## src/rtl/ring_phase_monitor.sv

```systemverilog
// ring_phase_monitor
// Checks and decodes the 4-bit one-hot ring counter output. Each valid cycle it
// confirms the vector is one-hot and has rotated one place left. After
// LOCK_CYCLES correct rotations it locks. While locked it reports the phase,
// counts completed revolutions and flags rotation faults.
//
// Parameters
//   LOCK_CYCLES : consecutive correct rotations needed to lock (1..15)
//   REV_W       : revolution counter width (wraps)
//   ERR_W       : error counter width (saturates)
// Ports
//   clk        in   rising-edge clock
//   reset      in   synchronous active-high reset
//   ring_in    in   one-hot vector from the ring counter
//   in_valid   in   ring_in is sampled only when high
//   clr_fault  in   clears the sticky fault flag
//   locked     out  monitor is locked to a correct rotation
//   phase      out  index of the last accepted sample, 0 when not locked
//   rev_pulse  out  one-cycle pulse per completed revolution while locked
//   rev_cnt    out  revolution count
//   err_pulse  out  one-cycle pulse per rotation fault while locked
//   err_cnt    out  fault count
//   fault      out  sticky fault flag
module ring_phase_monitor #(
    parameter int LOCK_CYCLES = 4,
    parameter int REV_W       = 8,
    parameter int ERR_W       = 4
) (
    input  logic             clk,
    input  logic             reset,
    input  logic [3:0]       ring_in,
    input  logic             in_valid,
    input  logic             clr_fault,
    output logic             locked,
    output logic [1:0]       phase,
    output logic             rev_pulse,
    output logic [REV_W-1:0] rev_cnt,
    output logic             err_pulse,
    output logic [ERR_W-1:0] err_cnt,
    output logic             fault
);

    localparam logic [0:0]       ST_ACQUIRE = 1'b0;
    localparam logic [0:0]       ST_LOCKED  = 1'b1;
    localparam logic [3:0]       LOCK_TGT   = 4'(LOCK_CYCLES);
    localparam logic [3:0]       PHASE0     = 4'b0001;
    localparam logic [REV_W-1:0] REV_ONE    = REV_W'(1'b1);
    localparam logic [ERR_W-1:0] ERR_ONE    = ERR_W'(1'b1);
    localparam logic [ERR_W-1:0] ERR_MAX    = {ERR_W{1'b1}};

    // Expected successor of a ring value: one place left, bit 3 wraps to bit 0.
    function automatic logic [3:0] rot_left(input logic [3:0] v);
        return {v[2:0], v[3]};
    endfunction

    // A sample is legal only with exactly one bit set.
    function automatic logic is_onehot(input logic [3:0] v);
        logic r;
        case (v)
            4'b0001, 4'b0010, 4'b0100, 4'b1000: r = 1'b1;
            default:                            r = 1'b0;
        endcase
        return r;
    endfunction

    // Bit position of a one-hot value; only meaningful for legal values.
    function automatic logic [1:0] onehot_idx(input logic [3:0] v);
        logic [1:0] r;
        case (v)
            4'b0010: r = 2'd1;
            4'b0100: r = 2'd2;
            4'b1000: r = 2'd3;
            default: r = 2'd0;
        endcase
        return r;
    endfunction

    logic [0:0]       state_r,     state_s;
    logic [3:0]       prev_r,      prev_s;
    logic             have_prev_r, have_prev_s;
    logic [3:0]       lock_cnt_r,  lock_cnt_s;
    logic             locked_r,    locked_s;
    logic [1:0]       phase_r,     phase_s;
    logic             rev_pulse_r, rev_pulse_s;
    logic [REV_W-1:0] rev_cnt_r,   rev_cnt_s;
    logic             err_pulse_r, err_pulse_s;
    logic [ERR_W-1:0] err_cnt_r,   err_cnt_s;
    logic             fault_r,     fault_s;
    logic             legal_s;
    logic             match_s;
    logic             err_hit_s;
    logic [3:0]       lock_inc_s;

    // Next-state logic for the lock FSM, sample history, counters and flags.
    always_comb begin
        state_s     = state_r;
        prev_s      = prev_r;
        have_prev_s = have_prev_r;
        lock_cnt_s  = lock_cnt_r;
        rev_pulse_s = 1'b0;
        rev_cnt_s   = rev_cnt_r;
        err_pulse_s = 1'b0;
        err_cnt_s   = err_cnt_r;
        err_hit_s   = 1'b0;
        legal_s     = is_onehot(ring_in);
        // A match needs a real predecessor; with no history nothing can match.
        match_s     = have_prev_r && (ring_in == rot_left(prev_r));
        lock_inc_s  = lock_cnt_r + 4'd1;

        if (in_valid) begin
            case (state_r)
                ST_ACQUIRE: begin
                    if (!legal_s) begin
                        have_prev_s = 1'b0;
                        lock_cnt_s  = 4'd0;
                    end else if (match_s) begin
                        prev_s = ring_in;
                        if (lock_inc_s == LOCK_TGT) begin
                            // Locking never counts a revolution, even on 0001.
                            state_s    = ST_LOCKED;
                            lock_cnt_s = 4'd0;
                        end else begin
                            lock_cnt_s = lock_inc_s;
                        end
                    end else begin
                        prev_s      = ring_in;
                        have_prev_s = 1'b1;
                        lock_cnt_s  = 4'd0;
                    end
                end
                ST_LOCKED: begin
                    if (match_s) begin
                        prev_s = ring_in;
                        if (ring_in == PHASE0) begin
                            rev_pulse_s = 1'b1;
                            rev_cnt_s   = rev_cnt_r + REV_ONE;
                        end else begin
                            rev_pulse_s = 1'b0;
                        end
                    end else begin
                        err_hit_s  = 1'b1;
                        state_s    = ST_ACQUIRE;
                        lock_cnt_s = 4'd0;
                        if (legal_s) begin
                            prev_s      = ring_in;
                            have_prev_s = 1'b1;
                        end else begin
                            have_prev_s = 1'b0;
                        end
                    end
                end
                default: begin
                    state_s     = ST_ACQUIRE;
                    have_prev_s = 1'b0;
                    lock_cnt_s  = 4'd0;
                end
            endcase
        end else begin
            state_s = state_r;
        end

        if (err_hit_s) begin
            err_pulse_s = 1'b1;
            err_cnt_s   = (err_cnt_r == ERR_MAX) ? err_cnt_r : (err_cnt_r + ERR_ONE);
        end else begin
            err_pulse_s = 1'b0;
        end

        // A new fault outranks a simultaneous clear request.
        if (err_hit_s) begin
            fault_s = 1'b1;
        end else if (clr_fault) begin
            fault_s = 1'b0;
        end else begin
            fault_s = fault_r;
        end

        locked_s = (state_s == ST_LOCKED);
        phase_s  = locked_s ? onehot_idx(prev_s) : 2'd0;
    end

    // State and output registers with synchronous reset.
    always_ff @(posedge clk) begin
        if (reset) begin
            state_r     <= ST_ACQUIRE;
            prev_r      <= 4'd0;
            have_prev_r <= 1'b0;
            lock_cnt_r  <= 4'd0;
            locked_r    <= 1'b0;
            phase_r     <= 2'd0;
            rev_pulse_r <= 1'b0;
            rev_cnt_r   <= {REV_W{1'b0}};
            err_pulse_r <= 1'b0;
            err_cnt_r   <= {ERR_W{1'b0}};
            fault_r     <= 1'b0;
        end else begin
            state_r     <= state_s;
            prev_r      <= prev_s;
            have_prev_r <= have_prev_s;
            lock_cnt_r  <= lock_cnt_s;
            locked_r    <= locked_s;
            phase_r     <= phase_s;
            rev_pulse_r <= rev_pulse_s;
            rev_cnt_r   <= rev_cnt_s;
            err_pulse_r <= err_pulse_s;
            err_cnt_r   <= err_cnt_s;
            fault_r     <= fault_s;
        end
    end

    assign locked    = locked_r;
    assign phase     = phase_r;
    assign rev_pulse = rev_pulse_r;
    assign rev_cnt   = rev_cnt_r;
    assign err_pulse = err_pulse_r;
    assign err_cnt   = err_cnt_r;
    assign fault     = fault_r;

endmodule

```

## config.mk

```make
export PLATFORM = sky130hd
export DESIGN_NAME = ring_phase_monitor
export DESIGN_NICKNAME = d
export VERILOG_FILES = /design/src/rtl/ring_phase_monitor.sv
export SDC_FILE = /design/constraint.sdc
export NUM_CORES = 1
export LEC_CHECK = 0
export BUFFER_PORTS_ARGS = -buffer_cell sky130_fd_sc_hd__buf_4
export CAP_MARGIN = 10
export CORE_ASPECT_RATIO = 1.25
export CORE_MARGIN = 2
export CORE_UTILIZATION = 47
export DETAILED_ROUTE_END_ITERATION = 6
export MAX_ROUTING_LAYER = met4
export PLACE_DENSITY = 0.69
export SETUP_SLACK_MARGIN = 0.1
export SYNTH_ARGS = -nofsm -noshare
export SYNTH_HDL_FRONTEND = slang
export SYNTH_SLANG_ARGS = --single-unit
```

## constraint.sdc

```tcl
create_clock -name clk -period 2.33 [get_ports clk]
set_input_delay 0.3495 -clock clk [delete_from_list [all_inputs] [get_ports clk]]
set_output_delay 0.3495 -clock clk [all_outputs]
set_load 0.02 [all_outputs]
```

==> results of run 1 <==
==> placed cells by master (no fill, tap or decap), drive strengths merged, types with 2 or more instances in the layout <==
cell / count
dfxtp: 27
buf: 25
nor2: 15
a21oi: 8
nand2: 8
xor2: 7
xnor2: 6
mux2i: 6
nand4: 4
o21ai: 4
ha: 4
nor3: 4
or3: 3
nand2b: 3
nor4: 3
clkbuf: 3
nand3: 3
inv: 2
o31ai: 2
or4: 2
a31oi: 2
nor4b: 2
o21a: 2
and2: 2
or4b: 2
a221oi: 2
==> per-layer routing <==
| metal | global-route usage [%] | part of all wire, % | vias up |
|---|---|---|---|
| met5 | - | 0 | - |
| met4 | 6.09 | 0.52 | 0 |
| met3 | 2.57 | 3.0 | 2 |
| met2 | 32.9 | 55 | 26 |
| met1 | 19.2 | 41 | 559 |
| li1 | - | - | 569 |
==> area by class of cell <==
type | instances | area (sq um)
clock buffers | 3 | 22.5
inverters | 2 | 7.51
well taps | 34 | 42.5
repair buffers | 25 | 188
multi-input cells | 108 | 788
flip-flops and latches | 27 | 541
clock inverters | 1 | 7.51
fillers | 256 | 1140
==> flip-flops by register name, indices dropped and copies added, names as in the netlist <==
register,flops
err_cnt,4
have_prev_r,1
rev_pulse,1
locked,1
prev_r,4
fault,1
err_pulse,1
rev_cnt,8
lock_cnt_r,4
phase,2
==> kinds of logic (layout without fill, tap and decap cells) <==
family,Yosys count,in the layout,synth area share (%)
multiplexers,7,7,5.22
AND/OR/NAND/NOR,55,55,24.9
XOR/XNOR,13,13,8.33
adder cells (fa/ha/maj),4,4,3.66
buffers and inverters,8,31,2.84
AO/OA/AOI/OAI,29,29,15.6
flip-flops,27,27,39.5
==> critical path, delay by kind of cell, from the launching register on <==
family,cells,cell delay [ps]
AND/OR/NAND/NOR,3,1110
flip-flops,1,440
AO/OA/AOI/OAI,1,150
XOR/XNOR,1,130
==> how the worst min path moves through the flow <==
stage                              from                        to  slack (ps)  depth (start not counted)
2_1_floorplan  have_prev_r$_SDFFE_PP0P_  have_prev_r$_SDFFE_PP0P_         430                          2
3_3_place_gp   have_prev_r$_SDFFE_PP0P_  have_prev_r$_SDFFE_PP0P_         440                          2
3_5_place_dp   have_prev_r$_SDFFE_PP0P_  have_prev_r$_SDFFE_PP0P_         440                          2
4_1_cts                       clr_fault        fault$_SDFFE_PP0P_         280                          3
5_1_grt                       clr_fault        fault$_SDFFE_PP0P_         280                          3
6_report                      clr_fault        fault$_SDFFE_PP0P_         280                          3
==> through the flow <==
stage | hold WS, ps | util [%] | instances
2_1_floorplan | 432 | - | 143
3_3_place_gp | 440 | 57.3 | 196
3_5_place_dp | 442 | 57.3 | 196
4_1_cts | 278 | 58.4 | 200
5_1_grt | 275 | 58.4 | 200
6_report | 284 | 58.4 | 200
==> power groups by stage <==
stage          clock network, mW  registers [mW]  logic, mW
6_report                   0.203           0.470     0.0648
5_1_grt                    0.236           0.471     0.0713
4_1_cts                    0.214           0.470     0.0650
3_5_place_dp                   0           0.480     0.0648
3_3_place_gp                   0           0.480     0.0630
2_1_floorplan                  0           0.479     0.0477
==> flow_summary.ini, run 1 <==
[floorplanning]
initial_core_util_pct = 50.0
die_w_um = 52.2
die_y_um = 64.3
die_area_sq_mm = 0.00336
core_area_sq_mm = 0.00273
io_pins = 26
std_cell_rows = 21

[placement]
post-dp-hpwl_um = 2070
place_ws_ps = 208
placed_area_sq_mm = 0.00157
port_buffers = 25
gp_congestion = 0.785

[setup_path]
endpoint = rev_cnt[7]$_SDFFE_PP0P_
crit_slowest_cell = or4_1
r2r-end = rev_cnt[7]$_SDFFE_PP0P_
r2r.worst_path.cells = 5
worstSetupPathType = reg -> reg
cp.arrival_ps = 2150
crit_start = prev_r[0]$_SDFF_PP0_
crit_path_end_kind = flip-flop
max_stage_delay_ps = 530
r2r_start = prev_r[0]$_SDFF_PP0_
reg2reg_slack_ps = 450
start_kind = flip-flop
crit_required_ps = 2600
worstPathMaxFanout = 9
crit_chain = xor2_1, nor3_4, nand3_4, or4_1, a21oi_1

[timing]
skew_ps = 14.5
setup_slack_ps = 447
hold_violations = 0
finalMaxSlewViolations = 0
fmax_mhz = 531
rsz0062_at_grt = no
period_needed_ps = 1880
slew-limit-headroom_pct = 60.8
setup_viol_count_final = 0
tns_ps = 0
post-route-period-util_pct = 80.8
worstMarginPinSlew_ps = 579

[yosys]
syn_area_sq_mm = 0.00137
synth_top_area_cell = dfxtp_1
ys.flop_type = dfxtp_1
yosys.area.top_type_share_pct = 39.5
synthArstFlopShare_pct = 0
ys_ff_latch = 27
synth_area_leaders = dfxtp_1 40%, xor2_1 4.5%, mux2i_1 4.4%
ys_warn_count = 0
netlist_instances = 143
synth_edf_count = 0
ys_types = 46
seq_area_frac_synth_pct = 39.5
synth_most_common_cell = dfxtp_1
syn_nets = 155
ys_top_cells_by_count = 27 x dfxtp_1, 15 x nor2_1, 8 x a21oi_1, 8 x nand2_1, 7 x xor2_1
avgSynthCellArea_sq_um = 9.56

[global_routing]
antenna_found_initial = 0
grt_pass1_vias = 1087
grt_max_degree = 26
grt_util_all_layers_pct = 18.0
grt_pass1_wl_um = 4620
grt_overflow = 0

[clocking]
cts_hold_buf = 0
numCtsBuffers = 3
clk_pin_slew_worst_paths_ps = 150
cts.htree.levels = 1
cts_resized = 0
cts_post_setup_buffers_inserted = 0
tritoncts = done
clkLatencyLatePin_ps = 320
cts_num_sinks = 27
cts-root-buf = clkbuf_4
cts_buffer_depth = 2

[pwr]
power.internal_uw = 557
switching_share_pct = 24.4
power.share.clock_pct = 27.5
power_per_cell_area_mw_per_mm2 = 462
p_total_uw = 737
power.share.combinational_pct = 8.8
pwr-share-seq_pct = 63.7
netSwitchingPower_uw = 180
total_leakage_power_nw = 0.649
max-vdd-ir-drop_mv = 0.275

[layout]
nNetsFinal = 179
stdcell_area_sq_mm = 0.00160
drive_above_1_share_pct = 22.3
diodes = 0
syn_to_final_growth_pct = 16.7

[job]
maxCapViolCount = 0

[drt]
via_per_inst = 5.78
detail-route-antenna-nets = 0
wire_per_inst_um = 13.6
drc = 0
dr.pass1.iters = 6
num_vias = 1156
routed_wl_um = 2710
drtIter0Drc = 42

[status]
status = complete, no violations

[worst_hold_path]
hold_path.class = in -> reg
Power figures use the tool's default switching activity.
==> run 2, diff against run 1 <==
Settings changed: PLACE_DENSITY 0.69 to 0.72.
Clock period 2.33 ns to 1.7 ns, I/O delays scaled along.
==> flow_summary.ini, run 2 (synthesized netlist as in run 1, its figures left out) <==
[setup_path]
worstSetupPathType = reg -> reg
worstPathMaxFanout = 4
start_kind = flip-flop
r2r.worst_path.cells = 6
r2r_start = prev_r[2]$_SDFF_PP0_
r2r-end = rev_cnt[7]$_SDFFE_PP0P_
crit_path_end_kind = flip-flop
cp.arrival_ps = 1980
reg2reg_slack_ps = 5
crit_required_ps = 1990

[worst_hold_path]
hold_path_end = fault$_SDFFE_PP0P_
min_path_cells = 3
hold_path.class = in -> reg
min-delay-start = clr_fault

[timing]
slew-limit-headroom_pct = 78.5
rsz0062_at_grt = yes
post-route-period-util_pct = 99.7
worstMarginPinSlew_ps = 323
skew_ps = 6.47
period_needed_ps = 1700
hold_violations = 0
fmax_mhz = 590
whs_ps = 164
setup_viol_count_final = 0
setup_slack_ps = 4.65
finalMaxSlewViolations = 0

[layout]
final_cell_mix = 51 x buf_4, 22 x dfxtp_1, 15 x nor2_1, 8 x nand2_1, 7 x a21oi_1
final_common_cell = buf_4
stdcell_area_sq_mm = 0.00194
nNetsFinal = 208
drive_above_1_share_pct = 44.1
multi_input_area_sq_um = 896
largest_reg_flops = 8
nFillCells = 215
diodes = 0
fin_cells = 229
seq_area_sq_um = 547
syn_to_final_growth_pct = 41.8

[clocking]
cts_hold_buf = 0
clkLatencyLatePin_ps = 330
tritoncts = done
cts-root-buf = clkbuf_4
cts_buffer_depth = 2
numCtsBuffers = 3
cts_num_sinks = 27
clk_pin_slew_worst_paths_ps = 160
cts.htree.levels = 1

[drt]
wire_per_inst_um = 14.6
drc = 0
via_per_inst = 5.56
drtIter0Drc = 32
detail-route-antenna-nets = 0
routed_wl_um = 3330
num_vias = 1273
dr.pass1.iters = 4

[global_routing]
antenna_found_initial = 0
grt_util_all_layers_pct = 21.3
grt_overflow = 0
grt_pass1_vias = 1276
grt_pass1_wl_um = 5410
grt_max_degree = 26

[placement]
gp_congestion = 0.880
place_ws_ps = -232
placed_area_sq_mm = 0.00176
placed_cells = 221
post-dp-hpwl_um = 2330
port_buffers = 25

[job]
maxCapViolCount = 0

[floorplanning]
std_cell_rows = 21
die_area_sq_mm = 0.00336
io_pins = 26
die_y_um = 64.3
die_w_um = 52.2
initial_core_util_pct = 50.0
core_area_sq_mm = 0.00273

[status]
status = complete, no violations

[pwr]
total_leakage_power_nw = 0.812
power_per_cell_area_mw_per_mm2 = 560
max-vdd-ir-drop_mv = 0.564
==> run 2: metrics by stage <==
step | TNS [ps] | utilization, % | power (mW)
final | 0 | 71.0 | 1.09
after floorplan | -659 | - | 0.723
after global routing | -115 | 71.0 | 1.13
after global placement | -2130 | 64.4 | 0.774
after detailed placement | -2860 | 64.4 | 0.778
after CTS | 0 | 69.2 | 1.09
==> run 2: worst max-delay path by stage <==
stage                    startpoint                       to  slack (ps)  cells past startpoint
6_report       prev_r[2]$_SDFF_PP0_  rev_cnt[7]$_SDFFE_PP0P_           5                      6
5_1_grt        prev_r[2]$_SDFF_PP0_  rev_cnt[7]$_SDFFE_PP0P_         -40                      6
4_1_cts        prev_r[2]$_SDFF_PP0_  rev_cnt[7]$_SDFFE_PP0P_          60                      6
3_5_place_dp             ring_in[1]  rev_cnt[5]$_SDFFE_PP0P_        -230                      6
3_3_place_gp             ring_in[1]  rev_cnt[7]$_SDFFE_PP0P_        -190                      6
2_1_floorplan            ring_in[1]  rev_cnt[5]$_SDFFE_PP0P_        -190                      6
==> run 2: final cells by class <==
class                           count  share of cell area, %
Clock buffer                        3                   1.16
Clock inverter                      1                  0.387
Inverter                            2                  0.387
Timing Repair Buffer               54                   21.5
Tap cell                           34                   2.19
Multi-Input combinational cell    108                   46.2
Sequential cell                    27                   28.2
==> run 2: worst max-delay path: stages (launching register included) <==
cell and delay, ps:
dfxtp_2 370, xor2_2 180, nor3_4 210, buf_6 130, nand3_4 80, or4_1 550, a21oi_2 140
==> run 2: layer usage <==
layer	track usage (%)	up-vias	wire length, um
li1	-	629	-
met3	2.57	6	85
met2	37.3	25	1860
met1	23.8	613	1340
met5	-	-	0
met4	8.97	0	46
==> run 2: repair_timing <==
item,in CTS,in global routing
buffers inserted,4,0
pin swaps,9,8
endpoints found under the hold margin,0,0
setup endpoints to repair,11,17
resized for setup,14,10
==> run 2: power breakdown <==
group / switching (mW) / total, mW / internal, mW
logic: 0.0745 / 0.149 / 0.0742
clock network: 0.204 / 0.294 / 0.0902
registers: 0.00441 / 0.643 / 0.639
==> run 3, diff against run 2 <==
Settings changed: ABC_AREA from default to 1, CORE_MARGIN 2 to default.
==> flow_summary.ini, run 3 <==
[layout]
nNetsFinal = 260
fin_cells = 283
syn_to_final_growth_pct = 28.7
nFillCells = 297
stdcell_area_sq_mm = 0.00185
largest_reg_flops = 8
final_common_cell = nand2_1
final_cell_mix = 52 x nand2_1, 32 x buf_4, 30 x inv_1, 23 x dfxtp_1, 16 x nor2_1
post-route-util_pct = 63.5
diodes = 0
drive_above_1_share_pct = 30.0

[status]
status = complete, no violations

[clocking]
cts_num_sinks = 27
cts_buffer_depth = 2
clk_pin_slew_worst_paths_ps = 140
numCtsBuffers = 3
cts.htree.levels = 1
cts-root-buf = clkbuf_4
cts_hold_buf = 0
clkLatencyLatePin_ps = 310
tritoncts = done

[drt]
dr.pass1.iters = 4
wire_per_inst_um = 11.0
num_vias = 1369
routed_wl_um = 3110
drc = 0
drtIter0Drc = 37
via_per_inst = 4.84
detail-route-antenna-nets = 0

[placement]
post-dp-hpwl_um = 2250
placed_area_sq_mm = 0.00169
gp_congestion = 0.827
port_buffers = 25
placed_cells = 275
place_ws_ps = 72.8

[setup_path]
start_kind = flip-flop
worstPathMaxFanout = 7
path_buf_inv = 2
crit_chain = inv_2, nand2_1, nand2_2, nor2_4, nand4_4, nand2_4, nand2_4, nand2_2, nand2_2, inv_1, nand2_1, nand2_1, nor2_1
max_stage_delay_ps = 370
critical-path-top-delay-family = simple AND/OR/NAND/NOR gates
crit_required_ps = 1930
crit_path_end_kind = flip-flop
worstSetupPathType = reg -> reg
crit_slowest_cell = dfxtp_2
cp.arrival_ps = 1760

[yosys]
synth_area_leaders = dfxtp_1 38%, nand2_1 16%, inv_1 8.1%
synth_simple_gate_area_share_pct = 36.3
synthArstFlopShare_pct = 0
syn_area_sq_mm = 0.00144
ys_warn_count = 0
synth_top_area_cell = dfxtp_1
synth_edf_count = 0
ys_top_cells_by_count = 61 x nand2_1, 31 x inv_1, 27 x dfxtp_1, 18 x nor2_1, 14 x nand3_1
synth_most_common_cell = nand2_1
muxShareOfSynthArea_pct = 0
ys.flop_type = dfxtp_1
synth_xor_area_share_pct = 2.43
synthAdderAreaFrac_pct = 3.48
ys_types = 27
syn_nets = 225
synth_top_family_by_area = simple AND/OR/NAND/NOR gates
avgSynthCellArea_sq_um = 6.76
yosys.area.top_type_share_pct = 37.6
seq_area_frac_synth_pct = 37.6
ys_ff_latch = 27
netlist_instances = 213
synth-compound-area-share_pct = 9.74

[timing]
fmax_mhz = 653
slew-limit-headroom_pct = 69.7
whs_ps = 177
rsz0062_at_grt = yes
setup_viol_count_final = 0
skew_ps = 2.91
hold_violations = 0
worstMarginPinSlew_ps = 450
setup_slack_ps = 169
period_needed_ps = 1530
post-route-period-util_pct = 90.1
tns_ps = 0
finalMaxSlewViolations = 0

[worst_hold_path]
hold_path.class = in -> reg

[global_routing]
grt_util_all_layers_pct = 19.8
grt_pass1_wl_um = 4880
grt_pass1_vias = 1161
grt_max_degree = 19
antenna_found_initial = 0
grt_overflow = 0

[pwr]
total_leakage_power_nw = 0.850
max-vdd-ir-drop_mv = 0.391
power_per_cell_area_mw_per_mm2 = 590
p_total_mw = 1.09

[floorplanning]
io_pins = 26
die_y_um = 63.9
die_area_sq_mm = 0.00329
core_area_sq_mm = 0.00292
die_w_um = 51.5
initial_core_util_pct = 49.3
std_cell_rows = 22

[job]
maxCapViolCount = 0
[run 3: cell types whose count changed after synthesis, moves of 4 or more]
cell	previous run	this run
nor2_2	0	4
xnor2_1	6	2
mux2i_1	6	0
xor2_1	7	2
nand2_1	8	61
inv_2	0	5
nand3_1	2	14
a21oi_1	8	13
inv_1	2	31
[run 3: worst paths after layout]
kind	start	end	slack [ps]	cells past startpoint
setup / recovery	prev_r[1]$_SDFF_PP0_	phase[1]$_SDFF_PP0_	170	13
hold reg to reg	fault$_SDFFE_PP0P_	fault$_SDFFE_PP0P_	490	2
hold / removal	clr_fault	fault$_SDFFE_PP0P_	180	4
setup reg to reg	prev_r[1]$_SDFF_PP0_	phase[1]$_SDFF_PP0_	170	13
[run 3: routing by layer]
metal	part of all wire (%)	track usage, %	up-vias
met5	0	-	-
met2	48	31.3	15
li1	-	-	740
met1	48	25.3	612
met3	2.2	2.86	2
met4	0.87	7.09	0
[run 3: kinds of logic (layout without fill, tap and decap cells)]
kind of cell	Yosys count	count (layout)
simple gates	114	114
buf+inv	39	73
flops	27	27
compound gates	25	25
fa+ha+maj	4	4
xor+xnor	4	4
[run 3: worst min-delay path: stages]
cell,delay [ps]
buf_4,70
inv_1,30
nand2_1,40
a21oi_1,60
[run 3: area by class of cell]
| class | instances | area [sq um] | area share (%) |
|---|---|---|---|
| multi-input cells | 147 | 845 | 45.6 |
| flip-flops and latches | 27 | 548 | 29.6 |
| repair buffers | 33 | 251 | 13.6 |
| inverters | 36 | 135 | 7.30 |
| well taps | 36 | 45.0 | 2.43 |
| clock buffers | 3 | 22.5 | 1.22 |
| clock inverters | 1 | 5.00 | 0.270 |
[run 3: power breakdown]
part | internal, mW | total [mW] | switching [mW] | leakage (nW)
Clock | 0.0879 | 0.266 | 0.178 | 0.0177
Combinational | 0.0616 | 0.173 | 0.112 | 0.611
Sequential | 0.644 | 0.654 | 0.00976 | 0.221
Total | 0.794 | 1.09 | 0.300 | 0.850
[run 3: repair_timing]
item                                    in CTS  in global routing
pin swaps                                    0                 13
endpoints found under the setup margin       2                 12
resized for setup                            2                 28
setup buffers                                0                  4
